==> src/rtl/hud_number_renderer.sv <==
`default_nettype none
// ============================================================================
// Module      : hud_number_renderer
// Description : Renders N_FIELDS decimal numbers into a pixel write port.
//               Each field value is converted to BCD (shift-add-3), then each
//               digit glyph is scanned out of an external glyph ROM row-major
//               and written as fg/bg coloured pixels, with optional
//               leading-zero blanking and saturation to all nines.
// Revision    : 1.0 - initial release
// ============================================================================
module hud_number_renderer #(
    parameter int N_FIELDS    = 2,
    parameter int DIGITS      = 3,
    parameter int VAL_W       = 8,
    parameter int GLYPH_W     = 4,
    parameter int GLYPH_H     = 8,
    parameter int DIGIT_PITCH = 5,
    localparam int ROM_AW     = $clog2(10 * GLYPH_W * GLYPH_H)
) (
    input  logic                      clk,
    input  logic                      resetn,
    input  logic                      start,
    input  logic [N_FIELDS*VAL_W-1:0] values,
    input  logic [N_FIELDS*9-1:0]     field_x,
    input  logic [N_FIELDS*8-1:0]     field_y,
    input  logic                      blank_lz,
    input  logic [11:0]               fg_color,
    input  logic [11:0]               bg_color,
    output logic [ROM_AW-1:0]         rom_addr,
    input  logic                      rom_data,
    output logic [8:0]                outX,
    output logic [7:0]                outY,
    output logic [11:0]               color,
    output logic                      writeEn,
    output logic                      busy,
    output logic                      done
);

    // Largest value representable in DIGITS decimal digits.
    function automatic longint unsigned f_max_val(input int n);
        longint unsigned m;
        m = 1;
        for (int i = 0; i < n; i++) begin
            m = m * 10;
        end
        return m - 1;
    endfunction

    localparam int              c_PIX   = GLYPH_W * GLYPH_H;
    localparam int              c_ROW_W = (GLYPH_H > 1) ? $clog2(GLYPH_H) : 1;
    localparam int              c_COL_W = (GLYPH_W > 1) ? $clog2(GLYPH_W) : 1;
    localparam int              c_BIT_W = $clog2(VAL_W + 1);
    localparam int              c_DIG_W = (DIGITS > 1) ? $clog2(DIGITS) : 1;
    localparam int              c_FLD_W = (N_FIELDS > 1) ? $clog2(N_FIELDS) : 1;
    localparam int              c_BCD_W = 4 * DIGITS;
    localparam longint unsigned c_MAX   = f_max_val(DIGITS);

    typedef enum logic [2:0] {
        S_IDLE      = 3'd0,
        S_LOAD      = 3'd1,
        S_CONVERT   = 3'd2,
        S_DIG_SETUP = 3'd3,
        S_DRAW      = 3'd4,
        S_FLUSH     = 3'd5,
        S_NEXT      = 3'd6,
        S_DONE      = 3'd7
    } state_t;

    state_t                    r_state;
    state_t                    w_state_nxt;

    // Snapshot of the frame inputs; shifted down one field at a time so the
    // current field always sits in the low slice.
    logic [N_FIELDS*VAL_W-1:0] r_values;
    logic [N_FIELDS*9-1:0]     r_fx;
    logic [N_FIELDS*8-1:0]     r_fy;
    logic                      r_blank_lz;

    logic [VAL_W-1:0]          r_bin;
    logic [c_BCD_W-1:0]        r_bcd;
    logic                      r_sat;
    logic [c_BIT_W-1:0]        r_bitcnt;
    logic [c_FLD_W-1:0]        r_field;
    logic [c_DIG_W-1:0]        r_dig;
    logic [c_ROW_W-1:0]        r_row;
    logic [c_COL_W-1:0]        r_col;
    logic [3:0]                r_glyph;
    logic                      r_blank_dig;
    logic                      r_lz_active;

    logic [8:0]                r_out_x;
    logic [7:0]                r_out_y;
    logic                      r_we;
    logic                      r_blank_q;
    logic                      r_busy;
    logic                      r_done;

    logic [c_BCD_W-1:0]        w_bcd_adj;
    logic [3:0]                w_glyph;
    logic                      w_last_pix;
    logic [8:0]                w_org_x;

    // Add-3 correction of every BCD nibble ahead of the next shift.
    genvar gi;
    generate
        for (gi = 0; gi < DIGITS; gi++) begin : g_bcd_adj
            assign w_bcd_adj[gi*4 +: 4] = (r_bcd[gi*4 +: 4] >= 4'd5) ?
                                          (r_bcd[gi*4 +: 4] + 4'd3) :
                                           r_bcd[gi*4 +: 4];
        end
    endgenerate

    // The digit being set up is always the top nibble; saturation forces 9.
    assign w_glyph    = r_sat ? 4'd9 : r_bcd[c_BCD_W-1 -: 4];
    assign w_last_pix = (r_row == c_ROW_W'(GLYPH_H - 1)) &&
                        (r_col == c_COL_W'(GLYPH_W - 1));
    assign w_org_x    = r_fx[8:0] + 9'(32'(r_dig) * DIGIT_PITCH);

    assign rom_addr = ROM_AW'(32'(r_glyph) * c_PIX + 32'(r_row) * GLYPH_W + 32'(r_col));
    assign outX     = r_out_x;
    assign outY     = r_out_y;
    assign writeEn  = r_we;
    assign busy     = r_busy;
    assign done     = r_done;
    // ROM data arrives together with the delayed write, so colour is resolved here.
    assign color    = r_we ? ((rom_data && !r_blank_q) ? fg_color : bg_color) : 12'd0;

    // State register.
    always_ff @(posedge clk) begin
        if (!resetn) begin
            r_state <= S_IDLE;
        end else begin
            r_state <= w_state_nxt;
        end
    end

    // Next-state logic.
    always_comb begin
        w_state_nxt = r_state;
        case (r_state)
            S_IDLE:      if (start) w_state_nxt = S_LOAD;
            S_LOAD:      w_state_nxt = S_CONVERT;
            S_CONVERT:   if (r_bitcnt == c_BIT_W'(VAL_W - 1)) w_state_nxt = S_DIG_SETUP;
            S_DIG_SETUP: w_state_nxt = S_DRAW;
            S_DRAW:      if (w_last_pix) w_state_nxt = S_FLUSH;
            S_FLUSH:     w_state_nxt = (r_dig == c_DIG_W'(DIGITS - 1)) ? S_NEXT : S_DIG_SETUP;
            S_NEXT:      w_state_nxt = (r_field == c_FLD_W'(N_FIELDS - 1)) ? S_DONE : S_LOAD;
            S_DONE:      w_state_nxt = S_IDLE;
            default:     w_state_nxt = S_IDLE;
        endcase
    end

    // Datapath: snapshot, BCD conversion, digit/pixel counters, busy/done.
    always_ff @(posedge clk) begin
        if (!resetn) begin
            r_values    <= '0;
            r_fx        <= '0;
            r_fy        <= '0;
            r_blank_lz  <= 1'b0;
            r_bin       <= '0;
            r_bcd       <= '0;
            r_sat       <= 1'b0;
            r_bitcnt    <= '0;
            r_field     <= '0;
            r_dig       <= '0;
            r_row       <= '0;
            r_col       <= '0;
            r_glyph     <= 4'd0;
            r_blank_dig <= 1'b0;
            r_lz_active <= 1'b0;
            r_busy      <= 1'b0;
            r_done      <= 1'b0;
        end else begin
            r_done <= (r_state == S_DONE);
            case (r_state)
                S_IDLE: begin
                    if (start) begin
                        r_values   <= values;
                        r_fx       <= field_x;
                        r_fy       <= field_y;
                        r_blank_lz <= blank_lz;
                        r_field    <= '0;
                        r_busy     <= 1'b1;
                    end
                end
                S_LOAD: begin
                    r_bin       <= r_values[VAL_W-1:0];
                    r_bcd       <= '0;
                    r_bitcnt    <= '0;
                    r_sat       <= (64'(r_values[VAL_W-1:0]) > c_MAX);
                    r_lz_active <= 1'b1;
                    r_dig       <= '0;
                end
                S_CONVERT: begin
                    r_bcd    <= {w_bcd_adj[c_BCD_W-2:0], r_bin[VAL_W-1]};
                    r_bin    <= r_bin << 1;
                    r_bitcnt <= r_bitcnt + 1'b1;
                end
                S_DIG_SETUP: begin
                    r_glyph     <= w_glyph;
                    r_blank_dig <= r_blank_lz && r_lz_active && (w_glyph == 4'd0) &&
                                   (r_dig != c_DIG_W'(DIGITS - 1));
                    if (w_glyph != 4'd0) begin
                        r_lz_active <= 1'b0;
                    end
                    r_row <= '0;
                    r_col <= '0;
                end
                S_DRAW: begin
                    if (r_col == c_COL_W'(GLYPH_W - 1)) begin
                        r_col <= '0;
                        r_row <= r_row + 1'b1;
                    end else begin
                        r_col <= r_col + 1'b1;
                    end
                end
                S_FLUSH: begin
                    r_bcd <= r_bcd << 4;
                    if (r_dig != c_DIG_W'(DIGITS - 1)) begin
                        r_dig <= r_dig + 1'b1;
                    end
                end
                S_NEXT: begin
                    r_values <= r_values >> VAL_W;
                    r_fx     <= r_fx >> 9;
                    r_fy     <= r_fy >> 8;
                    r_field  <= r_field + 1'b1;
                end
                S_DONE: begin
                    r_busy <= 1'b0;
                end
                default: begin
                    r_busy <= 1'b0;
                end
            endcase
        end
    end

    // Pixel write pipeline: coordinates lag the ROM address by one cycle.
    always_ff @(posedge clk) begin
        if (!resetn) begin
            r_we      <= 1'b0;
            r_out_x   <= 9'd0;
            r_out_y   <= 8'd0;
            r_blank_q <= 1'b0;
        end else begin
            r_we <= (r_state == S_DRAW);
            if (r_state == S_DRAW) begin
                r_out_x   <= w_org_x + 9'(r_col);
                r_out_y   <= r_fy[7:0] + 8'(r_row);
                r_blank_q <= r_blank_dig;
            end
        end
    end

endmodule
`default_nettype wire

==> config.mk <==
export PLATFORM = sky130hd
export DESIGN_NAME = hud_number_renderer
export DESIGN_NICKNAME = d
export VERILOG_FILES = /design/src/rtl/hud_number_renderer.sv
export SDC_FILE = /design/constraint.sdc
export NUM_CORES = 1
export LEC_CHECK = 0
export BUFFER_PORTS_ARGS = -buffer_cell sky130_fd_sc_hd__buf_4
export CAP_MARGIN = 30
export CORE_MARGIN = 5
export CORE_UTILIZATION = 49
export CTS_BUF_LIST = sky130_fd_sc_hd__clkbuf_4 sky130_fd_sc_hd__clkbuf_8
export DETAILED_ROUTE_END_ITERATION = 16
export PLACE_DENSITY = 0.76
export SYNTH_ARGS = -nofsm -noshare
export SYNTH_HDL_FRONTEND = slang
export SYNTH_SLANG_ARGS = --single-unit
==> constraint.sdc <==
create_clock -name clk -period 2.38 [get_ports clk]
set_input_delay 0.119 -clock clk [delete_from_list [all_inputs] [get_ports clk]]
set_output_delay 0.119 -clock clk [all_outputs]
set_load 0.05 [all_outputs]
==> out/metrics.yaml, run 1 <==
floorplan:
  die_w_um: 115.6
  ioPinCount: 120
  initial_core_util_pct: 50.16
  rows: 38
  die_h_um: 115.6
  dieArea_sq_mm: 0.01336
  coreArea_sq_mm: 0.01089
sta:
  maxSlewHeadroom_pct: 50.86
  skew_ns: 0.007442
  hold_slack_ns: 0.03300
  slew_violations: 0
  rsz0062_at_grt: "yes"
  finalSetupViolations: 2
  max_clock_freq_mhz: 404.9
  post-route-min-period_ns: 2.470
  final_hold_viol_count: 0
  finalSetupTns_ns: -0.09189
  min_period_over_period_pct: 103.8
  worst_pin_slew_ns: 0.7356
  fin_ws_ns: -0.09000
synth:
  syn_avg_cell_area_sq_um: 8.032
  yosysTopAreaCell: "dfxtp_1"
  yosys-top-cells-count: "167 x nand2_1, 113 x dfxtp_1, 67 x nor2_1, 66 x a21oi_1, 28 x ha_1"
  synth.area.top_cells: "dfxtp_1 41%, nand2_1 11%, ha_1 6.4%"
  synth_warnings: 0
  synth_most_common_cell: "nand2_1"
  synth_area_sq_mm: 0.005461
  synthDominantCellAreaShare_pct: 41.42
  syn_inst: 680
  ys_seq_elements: 113
  synth-main-ff-cell: "dfxtp_1"
  synth.distinct_cells: 55
  ys_seq_area_share_pct: 41.42
  async_reset_ff_share_pct: 0
  synth_edf_count: 0
  syn_nets: 790
pwr:
  p_total_mw: 4.544
  power_density_mw_per_mm2: 608.7
  ir_drop_mv: 0.3840
  p_leak_nw: 3.150
setup_path:
  required_ns: 2.70
  cp_max_fo: 2
  cp_slowest_cell: "fa_1"
  worst_path_largest_cell_delay_ns: 0.48
  cp_num_buf_inv: 2
  worstReg2RegEnd: "outX[7]"
  critical_path.cell_chain: "ha_4 > fa_1 > ha_2 > inv_2 > fa_2 > inv_2 > a21o_1 > a41o_1 > xnor2_1 > a211oi_1"
  startpoint_type: "flip-flop"
  crit_top_cell: "inv_2"
  critical_path_class: "flip-flop to flip-flop"
  rr_worst_depth: 10
  arrival_ns: 2.79
  ff2ff_setup_slack_ns: -0.09
  crit_path_end_kind: "flip-flop"
  critPathTopFamily: "adder cells"
  crit-reg2reg-launch: "r_dig[1]"
clock_network:
  clk_latency_ns: 0.43
  ctsRootBufferMaster: "clkbuf_8"
  postCtsSetupRepairBufs: 0
  cts_tree: "built"
  cts.sinks: 113
  htreeDepth: 4
  numCtsBuffers: 17
  clk_pin_slew_ns: 0.06
  clockBufferDepth: 2
place:
  portBuffers: 119
  dpl.cell_count: 910
  gp_congestion: 0.8075
  hpwl_um: 9936
detailed_routing:
  drt_wl_total_um: 14560
  routedWlPerCell_um: 14.69
  drc: 0
  dr.pass1.iters: 5
  final_antenna_net_count: 0
  route.vias.total: 5324
  drtIter0Drc: 333
  viasPerCell: 5.372
global_routing:
  grt_start_max_net_pins: 63
  grt_pass1_wl_um: 23390
  antenna_found_initial: 0
  grt_pass1_vias: 5031
  track_usage_pct: 21.88
  overflow: 0
min_path:
  hold_path.class: "primary input to flip-flop"
  whs_endpoint: "r_bitcnt[3]"
  hp-start: "resetn"
  min_delay_path_depth: 2
run_status:
  violations: "negative setup slack"
  outcome: "finished, violations left"
final_layout:
  finalNonFillerCells: 991
  synthToLayoutAreaGrowth_pct: 36.70
  final_nets: 949
  n_antenna_cell: 0
  post_route_cells_drive_above_1_share_pct: 22.33
run:
  cap_viol_max_count: 0
[stage by stage]
step	utilization [%]	worst slack [ns]	area (sq um)
after floorplan	-	0.01941	5468
after global placement	59.64	-0.01285	6494
after detailed placement	59.64	-0.1022	6494
after CTS	68.12	0.003057	7417
after global routing	68.57	-0.2239	7466
final	68.57	-0.09000	7466
[worst max path at each step]
stage	startpoint	to	slack, ns	cells past startpoint
2_1_floorplan	r_dig[1]	outX[7]	0.02	10
3_3_place_gp	r_fx[1]	outX[7]	-0.01	10
3_5_place_dp	r_fx[1]	outX[7]	-0.10	10
4_1_cts	r_fx[1]	outX[7]	0.003	10
5_1_grt	r_dig[1]	outX[7]	-0.22	10
6_report	r_dig[1]	outX[7]	-0.09	10
[sequential cells by signal, summed over array words and instances (netlist names)]
signal,cells
busy,1
done,1
outX,9
outY,8
r_bcd,12
r_bin,8
r_bitcnt,4
r_blank_dig,1
r_blank_lz,1
r_blank_q,1
r_col,2
r_dig,2
r_field,1
r_fx,18
r_fy,16
r_glyph,4
r_lz_active,1
r_row,3
r_state,3
r_values,16
writeEn,1
[layer usage]
| metal | share of wire (%) | GRT usage (%) |
|---|---|---|
| met5 | 0 | 0 |
| met4 | 1.7 | 7.590 |
| met3 | 8.2 | 5.640 |
| met2 | 47 | 35.96 |
| met1 | 43 | 27.99 |
[logic make-up after synthesis]
group / count (synthesis) / synth area share, %
flops: 113 / 41.42
compound gates: 161 / 19.04
buf+inv: 65 / 5.338
fa+ha+maj: 31 / 7.514
mux: 9 / 1.718
xor+xnor: 14 / 2.245
simple gates: 287 / 22.73
[cell usage in the layout (no fill, tap or decap), drive strengths merged, types with 2 or more instances in the layout]
cell type	instances
clkbuf	26
dfxtp	113
a31oi	2
nor3	8
a222oi	2
nand2b	7
xor2	6
a21boi	12
and2	3
xnor2	8
buf	136
a22oi	12
a211oi	9
nor2	67
clkinv	3
inv	19
a311oi	24
mux2	3
mux2i	6
nor2b	6
ha	28
fa	3
o21ai	19
or3	3
nor4b	2
a21oi	66
nand3	13
dlygate4sd3	50
bufinv	2
nand2	167
a221oi	4
a21o	3
nand3b	2
[worst register-to-register path, cell delays in order, from the launching register on]
cell      delay (ns)
dfxtp_2         0.33
ha_4            0.23
fa_1            0.48
ha_2            0.19
inv_2           0.05
fa_2            0.37
inv_2           0.05
a21o_1          0.14
a41o_1          0.20
xnor2_1         0.07
a211oi_1        0.25
[area by class of cell]
type / instances / area [sq um]
Tap cell: 140 / 175.2
Sequential cell: 113 / 2270
Multi-Input combinational cell: 502 / 2970
Timing Repair Buffer: 186 / 1572
Inverter: 19 / 71.32
Clock inverter: 5 / 75.07
Clock buffer: 26 / 332.8
Fill cell: 816 / 3422
[where the power goes]
part           total, mW  internal [mW]  switching [mW]
clock               1.82           1.11           0.713
combinational      0.656          0.311           0.345
sequential          2.07           1.99          0.0830
[repair_timing]
item | in CTS | in global routing
endpoints found under the hold margin | 50 | 0
gates resized for setup | 4 | 9
hold buffers | 50 | 0
pin swaps | 7 | 2
setup endpoints to repair | 2 | 4
Note: power is estimated with default switching activity, not from simulation.
==> run 2: changes to the inputs <==
Settings changed: CORE_UTILIZATION 49 to 51, PLACE_DENSITY 0.76 to 0.79, SETUP_SLACK_MARGIN set to 0.2.
==> run 2 against run 1 <==
Effect of this change:
- the run still ends with negative setup slack left
- register-to-register slack improved by 0.04 ns
- sequential cell count unchanged
- maximum frequency increased by 1.7%
==> out/metrics.yaml, run 2 (same netlist as run 1, synthesis figures left out) <==
sta:
  finalSetupViolations: 2  # unchanged
  skew_ns: 0.007590  # +0.0001477 ns
  rsz0062_at_grt: "yes"
  hold_slack_ns: 0.01655  # -0.01645 ns
  min_period_over_period_pct: 102.1  # -1.7 points
  slew_violations: 0  # unchanged
  worst_pin_slew_ns: 0.7137  # -0.02195 ns
  final_hold_viol_count: 0  # unchanged
  max_clock_freq_mhz: 411.6  # +1.7%
  post-route-min-period_ns: 2.430  # -0.04030 ns
  fin_ws_ns: -0.04970  # +0.04030 ns
  maxSlewHeadroom_pct: 52.25  # +1.4 points
detailed_routing:
  drt_wl_total_um: 16010  # +9.9%
  route.vias.total: 5534  # +3.9%
  routedWlPerCell_um: 16.15  # +9.9%
  drc: 0  # unchanged
  final_antenna_net_count: 0  # unchanged
  drtIter0Drc: 380  # +14%
  dr.pass1.iters: 6  # +1
  viasPerCell: 5.584  # +3.9%
final_layout:
  multi_input_area_sq_mm: 0.003022  # +1.7%
  ff_latch_area_sq_mm: 0.002267  # -0.11%
  largest_register: "r_fx"
  fillers: 727  # -11%
  synthToLayoutAreaGrowth_pct: 39.31
  reg_top3: "r_fx (18), r_fy (16), r_values (16)"
  mostFrequentLayoutCell: "nand2_1"
  final_area_sq_mm: 0.007609  # +1.9%
  post_route_cells_drive_above_1_share_pct: 23.63  # +1.3 points
  final_cell_mix: "167 x nand2_1, 137 x buf_4, 109 x dfxtp_1, 66 x nor2_1, 64 x a21oi_1"
  n_antenna_cell: 0  # unchanged
  largest_reg_flops: 18  # unchanged
  final_nets: 953  # +0.42%
pwr:
  combPwrFrac_pct: 13.6  # -0.8 points
  p_sw_share_pct: 24.73  # -0.38 points
  power_density_mw_per_mm2: 658.5  # +8.2%
  clkPwrFrac_pct: 45.0  # +5.0 points
  p_int_mw: 3.771  # +11%
  p_sw_mw: 1.239  # +8.6%
  pwr-share-seq_pct: 41.3  # -4.2 points
  p_leak_nw: 3.208  # +1.8%
  ir_drop_mv: 0.4622  # +20%
setup_path:
  critical_path.cell_chain: "ha_4 > fa_2 > ha_4 > inv_2 > fa_2 > inv_2 > a21o_1 > a41o_1 > xnor2_1 > a211oi_1"
  startpoint_type: "flip-flop"
  critical_path_class: "flip-flop to flip-flop"
  crit-reg2reg-launch: "r_dig[1]"
  arrival_ns: 2.79  # about the same
  cp_num_cells: 10  # unchanged
  rr_worst_depth: 10  # unchanged
  setup.worst_path.start: "r_dig[1]"
  critPathTopFamily: "adder cells"
  required_ns: 2.74  # +0.04 ns
  cp_num_buf_inv: 2  # unchanged
  cp_slowest_cell: "fa_2"
  worst_path_largest_cell_delay_ns: 0.57  # +0.09 ns
  ff2ff_setup_slack_ns: -0.05  # +0.04 ns
  crit_path_end_kind: "flip-flop"
  worstReg2RegEnd: "outX[7]"
  cp_max_fo: 2  # unchanged
  endpoint: "outX[7]"
global_routing:
  track_usage_pct: 24.89  # +3.0 points
  overflow: 0  # unchanged
  antenna_found_initial: 0  # unchanged
  grt_pass1_wl_um: 25990  # +11%
  grt_start_max_net_pins: 53  # -16%
  grt_pass1_vias: 5519  # +9.7%
place:
  place_worst_setup_slack_ns: -0.01938  # +0.08281 ns
  place_area_sq_mm: 0.006477  # -0.25%
  hpwl_um: 10010  # +0.77%
  portBuffers: 119  # unchanged
  gp_congestion: 0.8553  # +5.9%
clock_network:
  ctsRootBufferMaster: "clkbuf_8"
  htreeDepth: 4  # unchanged
  cts_tree: "built"
  cts.sinks: 113  # unchanged
  numCtsBuffers: 17  # unchanged
  clk_latency_ns: 0.44  # about the same
  clk_pin_slew_ns: 0.07  # about the same
  clockBufferDepth: 2  # unchanged
floorplan:
  die_h_um: 113.5  # -1.8%
  coreArea_sq_mm: 0.01037  # -4.8%
  dieArea_sq_mm: 0.01288  # -3.6%
  ioPinCount: 120  # unchanged
  initial_core_util_pct: 52.67  # +2.5 points
  die_w_um: 113.5  # -1.8%
  rows: 37  # -2.6%
run_status:
  outcome: "finished, violations left"
  violations: "negative setup slack"
min_path:
  hold_path.class: "primary input to flip-flop"
run:
  cap_viol_max_count: 0  # unchanged
-- run 2: power groups by stage --
stage / clock network, mW / logic, mW / registers (mW)
4_1_cts: 2.26 / 0.653 / 2.07
3_3_place_gp: 0 / 0.561 / 2.10
5_1_grt: 2.36 / 0.743 / 2.08
6_report: 2.26 / 0.682 / 2.07
2_1_floorplan: 0 / 0.367 / 2.10
3_5_place_dp: 0 / 0.575 / 2.11
-- run 2: worst reg2reg max path, stage by stage (launching register included) --
cell and delay, ns:
dfxtp_2 0.34, ha_4 0.25, fa_2 0.57, ha_4 0.14
inv_2 0.04, fa_2 0.36, inv_2 0.05, a21o_1 0.14
a41o_1 0.20, xnor2_1 0.07, a211oi_1 0.19
-- run 2: worst min path at each step --
stage,cells past startpoint,start,to,slack (ns)
after floorplan,2,blank_lz,r_blank_lz,0.25
after global placement,3,field_y[13],r_fy[13],0.37
after detailed placement,3,values[10],r_values[10],0.37
after CTS,3,field_x[2],r_fx[2],0.006
after global routing,3,field_x[2],r_fx[2],0.01
final,3,field_x[2],r_fx[2],0.02
-- run 2: stage by stage --
step | TNS, ns | cells | utilization (%) | total power [mW]
2_1_floorplan | 0 | 680 | - | 2.464
6_report | -0.05084 | 991 | 73.37 | 5.010
4_1_cts | 0 | 989 | 72.78 | 4.980
5_1_grt | -0.2525 | 991 | 73.37 | 5.186
3_5_place_dp | -0.01938 | 906 | 62.46 | 2.682
3_3_place_gp | 0 | 906 | 62.46 | 2.662
-- run 2: area by class of cell --
| class | count | area share [%] |
|---|---|---|
| Timing Repair Buffer | 190 | 20.77 |
| Clock inverter | 9 | 2.648 |
| Inverter | 19 | 0.9373 |
| Multi-Input combinational cell | 502 | 39.71 |
| Tap cell | 136 | 2.236 |
| Sequential cell | 113 | 29.80 |
| Clock buffer | 22 | 3.897 |
-- run 2: metal layers --
| metal | GRT usage, % | part of all wire (%) | vias to the layer above | wire (um) |
|---|---|---|---|---|
| met5 | 0 | 0 | - | 0 |
| met4 | 10.42 | 3.0 | 0 | 479 |
| li1 | - | - | 2663 | - |
| met3 | 7.268 | 9.3 | 54 | 1484 |
| met1 | 28.62 | 39 | 2528 | 6219 |
| met2 | 43.07 | 49 | 289 | 7823 |
-- run 2: what timing repair did --
action / in CTS / in global routing
gates resized for setup: 8 / 11
setup endpoints to repair: 5 / 7
hold buffers: 50 / 0
buffers inserted: 2 / 2
pin swaps: 3 / 8
endpoints found under the hold margin: 50 / 0
